$ cat src/rtl/neural_soc_sysid_read_port.sv
// Avalon-MM single-read port: issues one read, tracks its acceptance and
// reply, and flags a timeout when neither arrives in time.
module neural_soc_sysid_read_port #(
  parameter int TIMEOUT_CYCLES = 255
) (
  input  logic clock,
  input  logic reset_n,
  input  logic issue,
  input  logic issue_address,
  input  logic avm_waitrequest,
  input  logic avm_readdatavalid,
  output logic avm_read,
  output logic avm_address,
  output logic accepted,
  output logic data_valid,
  output logic timed_out
);

  logic       pending;
  logic [7:0] timeout_cnt;
  logic       active;

  assign accepted   = avm_read && !avm_waitrequest;
  assign active     = avm_read || pending;
  // Replies only count while a read is outstanding; stray ones are dropped.
  assign data_valid = pending && avm_readdatavalid;
  // Acceptance or data in the timeout cycle takes priority over the timeout.
  assign timed_out  = active && !accepted && !data_valid &&
                      (timeout_cnt == 8'(TIMEOUT_CYCLES));

  // Request/outstanding tracking plus the per-read timeout counter.
  always_ff @(posedge clock or negedge reset_n) begin
    if (!reset_n) begin
      avm_read    <= 1'b0;
      avm_address <= 1'b0;
      pending     <= 1'b0;
      timeout_cnt <= 8'd0;
    end else if (issue) begin
      avm_read    <= 1'b1;
      avm_address <= issue_address;
      pending     <= 1'b0;
      timeout_cnt <= 8'd0;
    end else if (accepted) begin
      avm_read    <= 1'b0;
      pending     <= 1'b1;
      timeout_cnt <= 8'd0;
    end else if (data_valid || timed_out) begin
      avm_read    <= 1'b0;
      pending     <= 1'b0;
      timeout_cnt <= 8'd0;
    end else if (active) begin
      timeout_cnt <= timeout_cnt + 8'd1;
    end
  end

endmodule

$ cat config.mk
export PLATFORM = sky130hd
export DESIGN_NAME = neural_soc_sysid_read_port
export DESIGN_NICKNAME = d
export VERILOG_FILES = /design/src/rtl/neural_soc_sysid_read_port.sv
export SDC_FILE = /design/constraint.sdc
export NUM_CORES = 1
export LEC_CHECK = 0
export CAP_MARGIN = 40
export CELL_PAD_IN_SITES_DETAIL_PLACEMENT = 0
export CELL_PAD_IN_SITES_GLOBAL_PLACEMENT = 1
export CORE_MARGIN = 5
export CORE_UTILIZATION = 36
export CTS_CLUSTER_SIZE = 20
export DETAILED_ROUTE_END_ITERATION = 12
export DONT_BUFFER_PORTS = 1
export PLACE_DENSITY_LB_ADDON = 0.1
export SLEW_MARGIN = 20
export SYNTH_ARGS = -nofsm -noshare
export SYNTH_HDL_FRONTEND = slang
export SYNTH_SLANG_ARGS = --single-unit
$ cat constraint.sdc
create_clock -name clock -period 1.6 [get_ports clock]
set_clock_uncertainty 0.2 [all_clocks]
set_input_delay 0.4 -clock clock [delete_from_list [all_inputs] [get_ports clock]]
set_output_delay 0.4 -clock clock [all_outputs]
set_load 0.05 [all_outputs]
After elaboration in Yosys (flattened, before gate mapping)
Index checks and enable logic that the tools add are counted.
{"block": "word_totals", "register_bits": 11, "latchBits": 0, "mem_bits_rw": 0, "mem_bits_ro": 0, "inputBits": 6, "mem_count": 0}
{"block": "op_classes", "n_addsub": 1, "multipliers": 0, "n_div": 0, "magnitude_cmp": 0, "eq_ne": 1, "n_shift": 0, "mux": 9, "bitwise": 0, "n_reduce_logical": 12}
{"operator": "$mux W8", "count": 4}
{"operator": "$add A8 B1 Y8 const B", "count": 1}
{"operator": "$eq A8 B8 Y1 const B", "count": 1}
{"operator": "$logic_and A1 B1 Y1", "count": 5}
{"operator": "$mux W1", "count": 5}
{"operator": "$reduce_bool A4 Y1", "count": 1}
{"operator": "$logic_not A1 Y1", "count": 3}
{"operator": "$reduce_bool A3 Y1", "count": 1}
{"operator": "$logic_or A1 B1 Y1", "count": 2}

Depth between registers and ports, before layout
{"block": "logic_depth", "depth_word": 10, "ltp_mapped": 4, "ltp_nobuf": 4}

Worst setup path before layout
OpenSTA, ideal clock, no wires.
{"block": "synth_timing", "path_type": "flip-flop to output port", "start": "register avm_read", "end": "output port timed_out", "t_arrival_ns": 2.316, "required_time_ns": 1.000, "setup_slack_ns": -1.316, "stages_incl_launch_ff": 4, "n_path_buf": 0, "path_cell_list": "dfrtp_1 o2111ai_2 or2_1 nor3_1"}
{"block": "synth_between", "elab_chain_len": 5, "word_cells_on_any_way": 6, "classes_between": "reduce/logical: 6"}
{"item": "start: declaration", "line_no": "12", "text": "output logic avm_read,"}
{"item": "start signal: assignment", "line_no": "34", "text": "avm_read <= 1'b0;"}
{"item": "start signal: assignment", "line_no": "39", "text": "avm_read <= 1'b1;"}
{"item": "start signal: assignment", "line_no": "44", "text": "avm_read <= 1'b0;"}
{"item": "$logic_and A1 B1 Y1", "line_no": "23", "text": "assign accepted = avm_read && !avm_waitrequest;"}
{"item": "$logic_not A1 Y1", "line_no": "28", "text": "assign timed_out = active && !accepted && !data_valid &&"}
{"item": "$logic_and A1 B1 Y1 * (3 in series)", "line_no": "28"}
{"item": "end: declaration", "line_no": "16", "text": "output logic timed_out"}
Mark *: on every way between the ends. The rest lies on a longest branch, timed or not.

Final worst setup path
{"block": "layout_timing", "start": "register timeout_cnt[1]", "end": "output port timed_out"}
{"block": "layout_between", "elab_chain_len": 2}
{"item": "start: declaration", "line_no": "20", "text": "logic [7:0] timeout_cnt;"}
{"item": "start signal: assignment", "line_no": "52", "text": "timeout_cnt <= timeout_cnt + 8'd1;"}
{"item": "$eq A8 B8 Y1", "line_no": "29", "text": "(timeout_cnt == 8'(TIMEOUT_CYCLES));"}
{"item": "$logic_and A1 B1 Y1", "line_no": "28"}
Every way passes these cells.

==> summary.md <==
| Metric | Value |
|---|---|
| Sequential-to-total area share from yosys stat | `48.0%` |
| Leading area contributor after synthesis | `dfrtp_1` |
| Outcome | `finished with violations` |
| Nets | `95` |
| Worst path required time | `1.00 ns` |
| Initial DRC count | `8` |
| Syn avg cell area | `10.4 sq um` |
| RSZ-0062 raised after global routing | `true` |
| Layout cells sized above 1 | `54.0%` |
| Chip width | `49.9 um` |
| Hold WC Path Type | `in2reg` |
| Worst Tran Pin Value | `0.507 ns` |
| Maximum clock insertion buffer count | `2` |
| Max FO, Critical Path | `2` |
| Type of origin of the critical path | `register` |
| Placed instance area | `781 sq um` |
| Initial antenna violation count | `0` |
| Total CTS buffers | `3` |
| Reg-to-reg startpoint | `timeout_cnt[1]$_DFFE_PN0P_` |
| Yosys cell types | `25` |
| Sw Ratio | `29.9%` |
| Fmax | `468 MHz` |
| Arr. time, crit path | `1.54 ns` |
| Critical Path Start | `timeout_cnt[1]$_DFFE_PN0P_` |
| DR WL/cell | `15.7 um` |
| Top cells by area, synth | `dfrtp_1 (48%), o2111ai_4 (4.6%), o21ai_0 (4.4%)` |
| Combinational share of power | `23.7%` |
| Dpl cells | `89` |
| Psw | `198 uW` |
| Total track usage | `13.2%` |
| Crit-path cells | `ha_4 > o2111ai_4 > or2_4 > nor3_4 > buf_12` |
| Sequential cell area | `279 sq um` |
| Core area | `1510 sq um` |
| Power Internal | `466 uW` |
| Setup ws final | `-0.537 ns` |
| Tcrit/Tclk final | `134%` |
| Sequential power share | `47.0%` |
| First-pass GRT wire length | `2510 um` |
| Area delta synth->final | `71.0%` |
| CTS clk-pin slew, worst paths | `0.08 ns` |
| Worst hold start | `issue` |
| Site Rows | `14` |
| Post-synthesis cell count | `55` |
| Max Transition Viols Final | `0` |
| Maximum VDD drop | `0.427 mV` |
| CP max stage delay | `0.41 ns` |
| Finished Core Util | `65.0%` |
| Starting Density | `38.0%` |
| Clock sink total | `11` |
| Min cycle time layout | `2.14 ns` |
| Failing checks | `negative setup slack` |
| Total leakage power | `0.000419 uW` |
| Remaining DRCs | `0` |
| DRT Pass-1 Iters | `4` |
| Via-per-instance ratio | `5.51` |
| DR vias | `568` |
| Die footprint | `2490 sq um` |
| Worst slew margin | `66.1%` |
| CP delay by family, top | `simple AND/OR/NAND/NOR gates` |
| Max-cap violations | `0` |
| DP Wirelength | `1160 um` |
| Count of buffer and inverter cells on the critical path | `1` |
| Drt total wl | `1620 um` |
| PwrDens | `678 nW/um^2` |
| Fillers | `115` |
| Post-synthesis register bit count | `11` |
| TritonCTS clock tree | `yes` |
| Routed Antenna Nets | `0` |
| Final setup vio count | `13` |
| Post-synth top area share | `48.0%` |
| Syn Nets | `62` |
| CTS Root Cell | `clkbuf_4` |
| Vias in the first global route | `563` |
| Largest net degree at the start of global routing | `12` |
| I/O pins | `11` |
| Overall die height | `49.9 um` |
| Area occupied by multi-input gates | `347 sq um` |
| RePlAce Congestion | `0.807` |
| Total power draw | `664 uW` |
| Final Hold Fails | `0` |
| Critical path endpoint category | `output port` |
| Gr ovfl total | `0` |
| Synth Cell Area | `573 sq um` |
| H-tree depth | `1` |
| Non-Filler Instances | `103` |
| Clk network pwr share | `29.3%` |
| YS warnings | `0` |
| Clock Latency Late Sink | `0.27 ns` |
| Diodes inserted | `0` |
| Critical Path Slowest Stage Cell | `dfrtp_1` |
| Setup CP Type | `reg2out` |
| Port Buf Inserts | `0` |
| Finished layout cell area | `980 sq um` |
[through the flow]
stage | hold WS [ns] | setup TNS [ns] | setup WS (ns)
global route | 0.0297 | -3.96 | -0.593
CTS | 0.0406 | -1.90 | -0.502
global placement | -0.0953 | -0.315 | -0.290
detailed placement | -0.0952 | -0.804 | -0.360
finish | 0.0319 | -3.21 | -0.537
floorplan | -0.0956 | -0.486 | -0.486
[placed cells by master, fill, tap and decap left out, types with 2 or more instances in the layout]
| master | instances |
|---|---|
| buf_4 | 16 |
| dfrtp_1 | 10 |
| buf_6 | 6 |
| o21ai_0 | 5 |
| nor2_1 | 4 |
| inv_1 | 3 |
| nand2_1 | 3 |
| a21oi_1 | 3 |
| clkbuf_4 | 3 |
| buf_8 | 3 |
| o2111ai_4 | 2 |
| o31ai_1 | 2 |
| xor2_1 | 2 |
| a21oi_2 | 2 |
| buf_12 | 2 |
[flip-flops by register name (all words and copies together) (netlist names)]
register and flops:
avm_read 1, timeout_cnt 8, pending 1, avm_address 1
[cells in the mapped netlist, drive strengths merged]
master    n
dfrtp    11
a21oi     5
inv       5
o21ai     5
nand2     4
nor2      4
o2111ai   2
o31ai     2
or3       2
or4       2
xor2      2
a41o      1
ha        1
mux2      1
nand2b    1
nand3     1
nand4     1
nor3      1
o211ai    1
o22ai     1
or2       1
xnor2     1
[per-layer routing]
metal / GRT usage [%] / share of wire, % / vias up
li1: - / - / 267
met1: 15.2 / 40 / 275
met2: 21.6 / 53 / 18
met3: 3.61 / 3.8 / 8
met4: 7.42 / 2.8 / 0
met5: 0 / 0 / -
[worst paths after layout]
path,endpoint,slack [ns],cells after the start
worst min register to register,timeout_cnt[3]$_DFFE_PN0P_,0.43,2
worst max register to register,timeout_cnt[5]$_DFFE_PN0P_,-0.24,8
worst min-delay path,pending$_DFFE_PN0P_,0.03,1
worst max-delay path,timed_out,-0.54,5
min in group asynchronous,timeout_cnt[6]$_DFFE_PN0P_,0.33,1
max in group asynchronous,avm_read$_DFFE_PN0P_,0.49,1
[power by group through the flow]
stage          Sequential [uW]  Clock [uW]  Combinational, uW
2_1_floorplan              327           0               48.5
3_3_place_gp               314           0               98.0
3_5_place_dp               314           0                102
4_1_cts                    311         192                135
5_1_grt                    313         209                168
6_report                   312         195                157
[layout make-up]
class | instances | share of cell area (%)
tap | 16 | 2.04
multi-input combinational | 39 | 35.4
inverter | 5 | 2.55
clock buffer | 4 | 2.68
sequential | 11 | 28.5
timing repair buffer | 28 | 28.9
[what timing repair did]
| action | in CTS | in global routing |
|---|---|---|
| endpoints found under the setup margin | 12 | 13 |
| cloned | 0 | 0 |
| endpoints found under the hold margin | 11 | 0 |
| resized for setup | 15 | 9 |
| hold buffers | 1 | 0 |
| pin swaps | 5 | 2 |
| setup buffers | 5 | 4 |
[cell families after synthesis]
kind of cell	Yosys count	synth area share, %
flops	11	48.0
compound gates	17	24.2
fa+ha+maj	1	2.18
simple gates	17	15.7
buf+inv	5	3.28
xor+xnor	3	4.59
mux	1	1.96
No activity file was read; power rests on OpenSTA's default activity.
